**src/rtl/onehot_rr_arbiter.sv**
```systemverilog
// onehot_rr_arbiter
//   Four-requester round-robin arbiter. The grant is registered and one-hot,
//   so it can drive encoder inputs in1..in4 directly.
//   Each release is followed by at least one IDLE cycle.
//
//   Optional feature: when the macro ARB_TIMEOUT_EN is defined, a grant that
//   is not released within HOLD_MAX cycles is forced off. The timeout output
//   pulses for the cycle after that forced release.
//
// Parameters
//   HOLD_MAX  maximum grant length in cycles when the timeout is compiled in
//             (legal range 2..255)
//
// Ports
//   clk             rising-edge clock
//   rst             synchronous active-high reset
//   req1..req4      request lines
//   done            the current owner releases the grant
//   gnt1..gnt4      registered one-hot grant
//   busy            a grant is active
//   timeout         one-cycle pulse after a forced release (0 without macro)
module onehot_rr_arbiter #(
    parameter int unsigned HOLD_MAX = 16
) (
    input  logic clk,
    input  logic rst,
    input  logic req1,
    input  logic req2,
    input  logic req3,
    input  logic req4,
    input  logic done,
    output logic gnt1,
    output logic gnt2,
    output logic gnt3,
    output logic gnt4,
    output logic busy,
    output logic timeout
);

    typedef enum logic {
        IDLE,
        GRANT
    } state_t;

    state_t     state;
    logic [1:0] last;       // most recent winner, 0..3 for req1..req4
    logic [1:0] own;        // index of the current owner
    logic [1:0] pick;       // round-robin winner for the next grant
    logic [3:0] gnt;
    logic [3:0] reqv;
    logic       any_req;
    logic       rel;        // owner-initiated release: done or request drop
    logic       force_rel;  // hold limit reached

    assign reqv    = {req4, req3, req2, req1};
    assign any_req = |reqv;
    assign rel     = done | ~reqv[own];

    // Search order is last+1, last+2, last+3, last (2-bit wrap). The loop
    // runs from the lowest priority to the highest so that the final
    // assignment wins.
    always_comb begin
        pick = last;
        for (int unsigned i = 4; i >= 1; i--) begin
            if (reqv[last + 2'(i)]) begin
                pick = last + 2'(i);
            end
        end
    end

`ifdef ARB_TIMEOUT_EN
    logic [7:0] hold;       // GRANT cycles completed before the current one

    assign force_rel = (hold == 8'(HOLD_MAX - 1));

    always_ff @(posedge clk) begin
        if (rst) begin
            hold    <= '0;
            timeout <= 1'b0;
        end else begin
            timeout <= 1'b0;
            if (state == GRANT) begin
                if (rel || force_rel) begin
                    hold <= '0;
                end else begin
                    hold <= hold + 8'd1;
                end
                // A normal release on the same edge is not a timeout.
                if (!rel && force_rel) begin
                    timeout <= 1'b1;
                end
            end else begin
                hold <= '0;
            end
        end
    end
`else
    assign force_rel = 1'b0;
    assign timeout   = 1'b0;
`endif

    always_ff @(posedge clk) begin
        if (rst) begin
            state <= IDLE;
            gnt   <= '0;
            busy  <= 1'b0;
            last  <= 2'd3;
            own   <= '0;
        end else begin
            case (state)
                IDLE: begin
                    if (any_req) begin
                        state <= GRANT;
                        own   <= pick;
                        gnt   <= 4'b0001 << pick;
                        busy  <= 1'b1;
                    end
                end
                GRANT: begin
                    if (rel || force_rel) begin
                        state <= IDLE;
                        gnt   <= '0;
                        busy  <= 1'b0;
                        last  <= own;
                    end
                end
                default: begin
                    state <= IDLE;
                    gnt   <= '0;
                    busy  <= 1'b0;
                end
            endcase
        end
    end

    assign gnt1 = gnt[0];
    assign gnt2 = gnt[1];
    assign gnt3 = gnt[2];
    assign gnt4 = gnt[3];

endmodule

```
**config.mk**
```make
export PLATFORM = sky130hd
export DESIGN_NAME = onehot_rr_arbiter
export DESIGN_NICKNAME = d
export VERILOG_FILES = /design/src/rtl/onehot_rr_arbiter.sv
export SDC_FILE = /design/constraint.sdc
export NUM_CORES = 1
export LEC_CHECK = 0
export CAP_MARGIN = 15
export CORE_MARGIN = 8
export CORE_UTILIZATION = 30
export CTS_BUF_LIST = sky130_fd_sc_hd__clkbuf_16
export DETAILED_ROUTE_END_ITERATION = 16
export GPL_ROUTABILITY_DRIVEN = 0
export GPL_TIMING_DRIVEN = 0
export PLACE_DENSITY_LB_ADDON = 0.15
export SYNTH_ARGS = -nofsm -noshare
export SYNTH_HDL_FRONTEND = slang
export SYNTH_SLANG_ARGS = --single-unit
```
**constraint.sdc**
```tcl
create_clock -name clk -period 3.39 [get_ports clk]
set_clock_uncertainty 0.2 [all_clocks]
set_input_delay 0.678 -clock clk [delete_from_list [all_inputs] [get_ports clk]]
set_output_delay 0.678 -clock clk [all_outputs]
set_load 0.01 [all_outputs]
```
# After elaboration in Yosys (flattened, before gate mapping)

Index checks and enable logic that the tools add are counted.

Register bits after elaboration: 10
Latch bits: 0
RAM bits: 0
Bits in read-only memories: 0
Output and inout bits: 6
Memories kept: 0

$add $sub $neg: 3
Multiply operators: 0
Div/mod/pow operators: 0
Order comparisons: 4
Equal/unequal tests: 2
Shift-type cells: 1
Mux-type cells: 20
Bitwise logic cells: 3
Reduce and logical (&&, ||, !) cells: 4

Operator list:

| operator              | number |
|---|---|
| $lt A2 B3 Y1 const B  | 4 |
| $bmux W1 S2           | 4 |
| $mux W1               | 8 |
| $mux W4               | 2 |
| $pmux W4 S2           | 1 |
| $mux W2               | 3 |
| $reduce_and A2 Y1     | 3 |
| $add A2 B2 Y2 const B | 2 |
| $pmux W1 S2           | 2 |
| $reduce_or A4 Y1      | 1 |
| $shl A1 B2 Y4 const A | 1 |
| $add A2 B1 Y2 const B | 1 |
| $ne A2 B1 Y1 const B  | 1 |
| $ne A2 B2 Y1 const B  | 1 |
| $not A1 Y1            | 2 |
| $or A1 B1 Y1          | 1 |

# Longest topological paths before layout

Gate-level depths: netlist (run 1).

Depth after elaboration: 9
Mapped depth: 5
Mapped depth without buffers: 4

# Worst setup path after synthesis (run 1)

Ideal clock, no wire load.

Path kind: in2reg
Start: input port done
End: register state
Library setup time: 0.070 ns
Arrival: 1.479 ns
Path slack: 1.641 ns
Stages: 4
Buffers on the path: 0
Cells stage by stage: or2_1 > o221ai_4 > and2b_1 > a21boi_1

Longest elaborated chain between the ends: 3

RTL lines:

| element              | RTL line | source |
|---|---|---|
| from (decl)          | 31       | `input logic done,` |
| $or A1 B1 Y1         | 57       | `assign rel = done \| ~reqv[own];` |
| $mux W1              | 120      | `if (rel \|\| force_rel) begin` |
| $pmux W1 S2          | 110      | `case (state)` |
| to (signal assigned) | 113      | `state <= GRANT;` |
| to (signal assigned) | 121      | `state <= IDLE;` |
| to (signal assigned) | 128      | `state <= IDLE;` |
| to (decl)            | 45       | `state_t state;` |

Every way passes these cells.
A chain may end at the register's enable or synchronous reset.

# Final worst setup path (run 1)

Start: input port req4
End: register gnt[3]

Longest elaborated chain between the ends: 8
Elaborated cells between the ends (all ways): 20
Those cells by class: eq/ne (2); shift (1); mux (13); bitwise (2); reduce/logical (2)

RTL lines:

| element                       | RTL line | source |
|---|---|---|
| from (decl)                   | 30       | `input logic req4,` |
| $bmux W1 S2                   | 65       | `if (reqv[last + 2'(i)]) begin` |
| $mux W1 (implied by the code) | 65       |  |
| $mux W2 (3 in a row)          | 65       |  |
| $shl A1 B2 Y4                 | 115      | `gnt <= 4'b0001 << pick;` |
| $mux W4                       | 112      | `if (any_req) begin` |
| $pmux W4 S2                   | 110      |  |
| to (signal assigned)          | 115      |  |
| to (decl)                     | 49       | `logic [3:0] gnt;` |

Several ways; a longest one is shown, not always the timed one. The select of a mux whose other input is x is not followed.

==> out/metrics.yaml, run 1 <==
cts-root-buf: "clkbuf_16"
cp_slowest_cell: "clkdlybuf4s50_1"
peakVddDrop_mv: 0.296
period_minus_slack_ns: 2.16
utilization: 0.446
clk_latency_ns: 0.24
reg2regPathDepth: 4
fp.dieH_um: 58.5
cts_tree: "done"
synth_top_family_by_area: "simple AND/OR/NAND/NOR gates"
synth_adder_area_share: 0
cts_setup_buffers: 0
clock-sinks: 10
critical_path_arrival_ns: 2.06
worst-path-max-fanout: 5
grt_pass1_vias: 468
rsz0062_at_grt: "false"
hold_violations: 0
startpoint_type: "input pin"
finalPower_uw: 437
fp-row-count: 15
hp-start: "busy"
antenna_cells: 0
fmax_ghz: 0.463
crit_buf_inv: 1
synth_area_um2: 542
worst_setup_path_end_kind: "flop"
grtUsageTotal: 0.0847
fp.dieW_um: 58.5
vias: 484
crit_chain: "clkdlybuf4s50_1 > nand2b_1 > o21ai_0 > a221oi_1 > o21ai_0"
maxSlewHeadroom: 0.657
synthMuxAreaShare: 0.0370
yosysUniqueCellTypes: 27
cts_hold_buf: 0
grt_max_degree: 11
grt_first_pass_wirelength_um: 2130
whs_ns: 0.262
worst_r2r_startpoint: "last[0]"
ctsResizeCount: 0
synth_compound_area_frac: 0.256
ant_nets: 0
yosys_warnings: 0
cellPowerDensity_nw_per_um2: 573
initial_core_util: 0.317
holdPathEnd: "busy"
critPathKind: "input pin to flop"
layout.nets: 82
timing.rr.end: "gnt[3]"
ys_ff_latch: 10
dr.first_iter.drc_count: 6
dp_hpwl_um: 915
port_buffers: 11
synthToLayoutAreaGrowth_pct: 40.6
fin_crit_sh: 0.637
holdPathStages: 1
synth-simple-area-share: 0.268
r2r_slack_ns: 1.77
min_path_type: "flop to flop"
clockBufferDepth: 2
syn_nets: 66
dpl-instance-area_um2: 683
drc: 0
grt_overflow: 0
worst_path_largest_cell_delay_ns: 0.49
path_depth: 5
cpMostUsedCell: "o21ai_0"
drv_slew: 0
io_pins: 13
cts_max_level: 1
wirelength_um: 1280
worst_pin_slew_ns: 0.514
finalSetupTns_ns: 0
syn_avg_cell_area_um2: 9.18
cts_buffers: 3
synthCells: 59
setup_viol: 0
fin_area_um2: 762
drive_gt1_frac: 0.135
synth-seq-area-share: 0.370
drt-wirelength-per-cell_um: 13.0
status: "completed"
worstPathRequired_ns: 3.29
routed_via_density: 4.89
clk_pin_slew_ns: 0.04
design.core.area_um2: 1710
drt_pre_antenna_iters: 2
dieArea_um2: 3420
cellLeakagePower_uw: 0.000272
synth_xor_area_frac: 0
path_delay_family: "compound AO/OA/AOI/OAI gates"
grt_antenna_before_repair: 0
cap_violations: 0
==> worst reg2reg max path, delay by kind of cell (launching register included) <==
kind | cells | cell delay (ns)
compound gates | 3 | 0.77
flops | 1 | 0.38
simple gates | 1 | 0.14
==> per-layer routing <==
layer  wire (µm)  up-vias  global-route usage
met3          67        5              0.0304
met2         521       13               0.115
met5           0        -                   0
met4          53        0              0.0839
li1            -      245                   -
met1         642      221              0.0983
==> stage by stage <==
stage / worst slack (ns) / std cells
3_5_place_dp: 0.990 / 95
3_3_place_gp: 0.939 / 95
2_1_floorplan: 1.64 / 59
4_1_cts: 1.22 / 99
5_1_grt: 1.09 / 99
6_report: 1.23 / 99
==> logic make-up (layout without fill, tap and decap cells) <==
| group | count (synthesis) | in the layout |
|---|---|---|
| AOI/OAI and AO/OA | 18 | 18 |
| buffers and inverters | 5 | 20 |
| DFF | 10 | 10 |
| muxes | 2 | 2 |
| other | 1 | 1 |
| and+or+nand+nor | 23 | 23 |
==> state kept, by name, summed over array words and instances, names as in the netlist <==
signal  cells
last        2
state       1
busy        1
own         2
gnt         4
==> Yosys cell counts (all sizes together) <==
cell    count  share of area
conb        1         0.0069
a211o       1          0.016
nor2        5          0.035
a21boi      1          0.014
a221oi      1          0.016
buf         3          0.048
o211ai      1          0.014
a21oi       4          0.037
nand3       1         0.0092
o21ai       5          0.046
mux2i       2          0.037
o221ai      1          0.049
inv         2          0.014
nor3        2          0.018
nor4        1          0.023
nand4b      5          0.081
o21a        1          0.014
and2b       1          0.014
nand2b      4          0.046
a221o       1          0.021
a21o        1          0.016
nand2       1         0.0069
or2         3          0.035
dfxtp      10           0.37
a211oi      1          0.014
==> power breakdown <==
part / internal [µW] / switching [µW] / total, µW / leakage (µW)
Sequential: 132 / 12.4 / 144 / 0.0000826
Clock: 155 / 54.7 / 209 / 0.0000385
Combinational: 43.4 / 39.7 / 83.1 / 0.000151
Total: 330 / 107 / 437 / 0.000272
==> worst max path at each step <==
stage | startpoint | to | slack (ns)
floorplan | done | state | 1.64
global placement | req4 | gnt[3] | 0.94
detailed placement | req4 | gnt[3] | 0.99
CTS | req4 | gnt[3] | 1.22
global route | req4 | gnt[3] | 1.09
finish | req4 | gnt[3] | 1.23
==> cells in the final DEF (no fill, tap or decap) <==
cell type,n
a211o_1,1
a211oi_1,1
a21boi_1,1
a21o_2,1
a21oi_1,4
a221o_2,1
a221oi_1,1
and2b_1,1
buf_4,2
buf_6,1
clkbuf_16,3
clkdlybuf4s50_1,11
clkinv_1,1
conb_1,1
dfxtp_1,10
inv_1,2
mux2i_1,2
nand2_1,1
nand2b_1,4
nand3_1,1
nand4b_1,5
nor2_1,5
nor3_1,2
nor4_2,1
o211ai_1,1
o21a_1,1
o21ai_0,2
o21ai_1,3
o221ai_4,1
or2_1,3
==> layout make-up <==
class                      count  area (µm²)
buffer                         3        26.3
clock buffer                   3        75.1
clock inverter                 1        3.75
fill                         180         946
inverter                       2        7.51
multi-input combinational     44         308
sequential                    10         200
tap                           25        31.3
timing repair buffer          11         110
Power figures use the tool's default switching activity.
==> run 2: changes to the inputs <==
==> constraint.sdc (replaced) <==
create_clock -name clk -period 2.1 [get_ports clk]
set_clock_uncertainty 0.2 [all_clocks]
set_input_delay 0.42 -clock clk [delete_from_list [all_inputs] [get_ports clk]]
set_output_delay 0.42 -clock clk [all_outputs]
set_load 0.01 [all_outputs]
==> results of run 2 <==
Same layout as run 1 (identical final DEF). Status: completed.
Main changes from that run: setup slack after placement 0.990 ns -> -0.0421 ns; setup slack after layout 1.23 ns -> 0.199 ns; register-to-register setup slack 1.77 ns -> 0.48 ns; total power 437 µW -> 705 µW; worst IR drop on VDD 0.296 mV -> 0.478 mV
==> run 3: changes to the inputs <==
--- a/config.mk
+++ b/config.mk
@@ -6,7 +6,7 @@
 export NUM_CORES = 1
 export LEC_CHECK = 0
 export CAP_MARGIN = 15
-export CORE_MARGIN = 8
+export CORE_MARGIN = 4
 export CORE_UTILIZATION = 30
 export CTS_BUF_LIST = sky130_fd_sc_hd__clkbuf_16
 export DETAILED_ROUTE_END_ITERATION = 16
==> out/metrics.yaml, run 3 (same netlist as run 1, synthesis figures left out) <==
status: "completed"
port_buffers: 11
cts_tree: "done"
drc: 0
antenna_cells: 0
cts_buffers: 3
period_minus_slack_ns: 1.87
worst-path-max-fanout: 6
drive_gt1_frac: 0.149
fp.dieH_um: 50.5
top_regs: "gnt x4, last x2, own x2"
cellPowerDensity_nw_per_um2: 914
fp.dieW_um: 50.5
clock-sinks: 10
setup_viol: 0
clk_latency_ns: 0.23
drt-wirelength-per-cell_um: 11.9
routed_via_density: 4.79
grt_max_degree: 11
critPathKind: "input pin to flop"
initial_core_util: 0.314
layout.nets: 82
fin_area_um2: 768
switching_power_uw: 168
worst_path_largest_cell_delay_ns: 0.49
vias: 474
cts_max_level: 1
hold_violations: 0
grtUsageTotal: 0.110
layout_commonest_cell: "clkdlybuf4s50_1"
rsz0062_at_grt: "false"
critical_path_arrival_ns: 1.78
grt_antenna_before_repair: 0
wirelength_um: 1180
r2r_slack_ns: 0.55
ant_nets: 0
met2WireLength_um: 497
clockBufferDepth: 2
crit_chain: "clkdlybuf4s50_1 > nor4_2 > or2_1 > buf_6 > a211o_1 > o21ai_1"
fmax_ghz: 0.533
clkPwrFrac: 0.474
regMostFlops: "gnt"
cap_violations: 0
p_int_uw: 533
clk_pin_slew_ns: 0.04
drt_pre_antenna_iters: 4
swShare: 0.240
grt_first_pass_wirelength_um: 2080
cts-root-buf: "clkbuf_16"
crit_buf_inv: 2
dp_hpwl_um: 874
dpl-instance-area_um2: 683
min_path_type: "flop to flop"
cp_slowest_cell: "clkdlybuf4s50_1"
design.core.area_um2: 1730
wl_met1_um: 595
drv_slew: 0
wl_met3_um: 77
top_layer: "met4"
grt_overflow: 0
io_pins: 13
combPwrFrac: 0.193
worst_setup_path_end_kind: "flop"
p_seq_frac: 0.332
startpoint_type: "input pin"
largest_register_ffs: 4
path_delay_family: "buffers and inverters"
cts_hold_buf: 0
dieArea_um2: 2550
cellLeakagePower_uw: 0.000273
finalPower_uw: 702
peakVddDrop_mv: 0.530
fin_crit_sh: 0.893
dr.first_iter.drc_count: 2
worstPathRequired_ns: 2.01
grt_pass1_vias: 468
layout_common_cells: "11 x clkdlybuf4s50_1, 10 x dfxtp_1, 5 x nor2_1, 5 x nand4b_1"
fp-row-count: 15
synthToLayoutAreaGrowth_pct: 41.8
[run 3: cell counts in the layout (fill, tap and decap cells not counted)]
Identical to the previous run, type by type.
[run 3: final cells by class]
cell class | instances | area [µm²]
repair buffers | 11 | 110
well taps | 25 | 31.3
inverters | 2 | 7.51
plain buffers | 3 | 26.3
clock inverters | 1 | 3.75
clock buffers | 3 | 75.1
flip-flops and latches | 10 | 200
fillers | 189 | 958
multi-input cells | 44 | 314
[run 3: path summary, 6_finish.rpt]
| kind | startpoint | endpoint | depth (start not counted) |
|---|---|---|---|
| hold / removal | busy | busy | 1 |
| hold reg to reg | busy | busy | 1 |
| setup / recovery | req4 | gnt[1] | 6 |
| setup reg to reg | last[0] | gnt[3] | 4 |
[run 3: metrics by stage]
step / utilization / hold slack, ns / setup TNS (ns) / setup WS (ns) / instances
2_1_floorplan: - / 0.257 / 0 / 0.609 / 59
3_3_place_gp: 0.396 / 0.251 / -0.195 / -0.0903 / 95
3_5_place_dp: 0.396 / 0.266 / -0.133 / -0.0500 / 95
4_1_cts: 0.441 / 0.276 / 0 / 0.157 / 99
5_1_grt: 0.445 / 0.312 / 0 / 0.0913 / 99
6_report: 0.445 / 0.270 / 0 / 0.225 / 99
[run 3: power groups by stage]
stage | combinational, µW | sequential, µW | clock [µW]
global placement | 134 | 235 | 0
CTS | 135 | 233 | 338
finish | 136 | 233 | 333
global route | 150 | 237 | 357
floorplan | 78.6 | 237 | 0
detailed placement | 134 | 236 | 0
[run 3: layer usage]
| layer | vias up | global-route usage |
|---|---|---|
| li1 | 250 | - |
| met1 | 212 | 0.136 |
| met2 | 10 | 0.165 |
| met3 | 2 | 0.0504 |
| met4 | 0 | 0.0404 |
| met5 | - | 0 |
[run 3: timing repair]
item                                    CTS  global route
endpoints found under the setup margin    0             1
resized for setup                         0             1
buffers inserted                          0             0
[run 3: worst reg2reg max path, delay by kind of cell (launching register included)]
kind | cells | cell delay, ns
and+or+nand+nor | 1 | 0.14
DFF | 1 | 0.39
AOI/OAI and AO/OA | 3 | 0.69
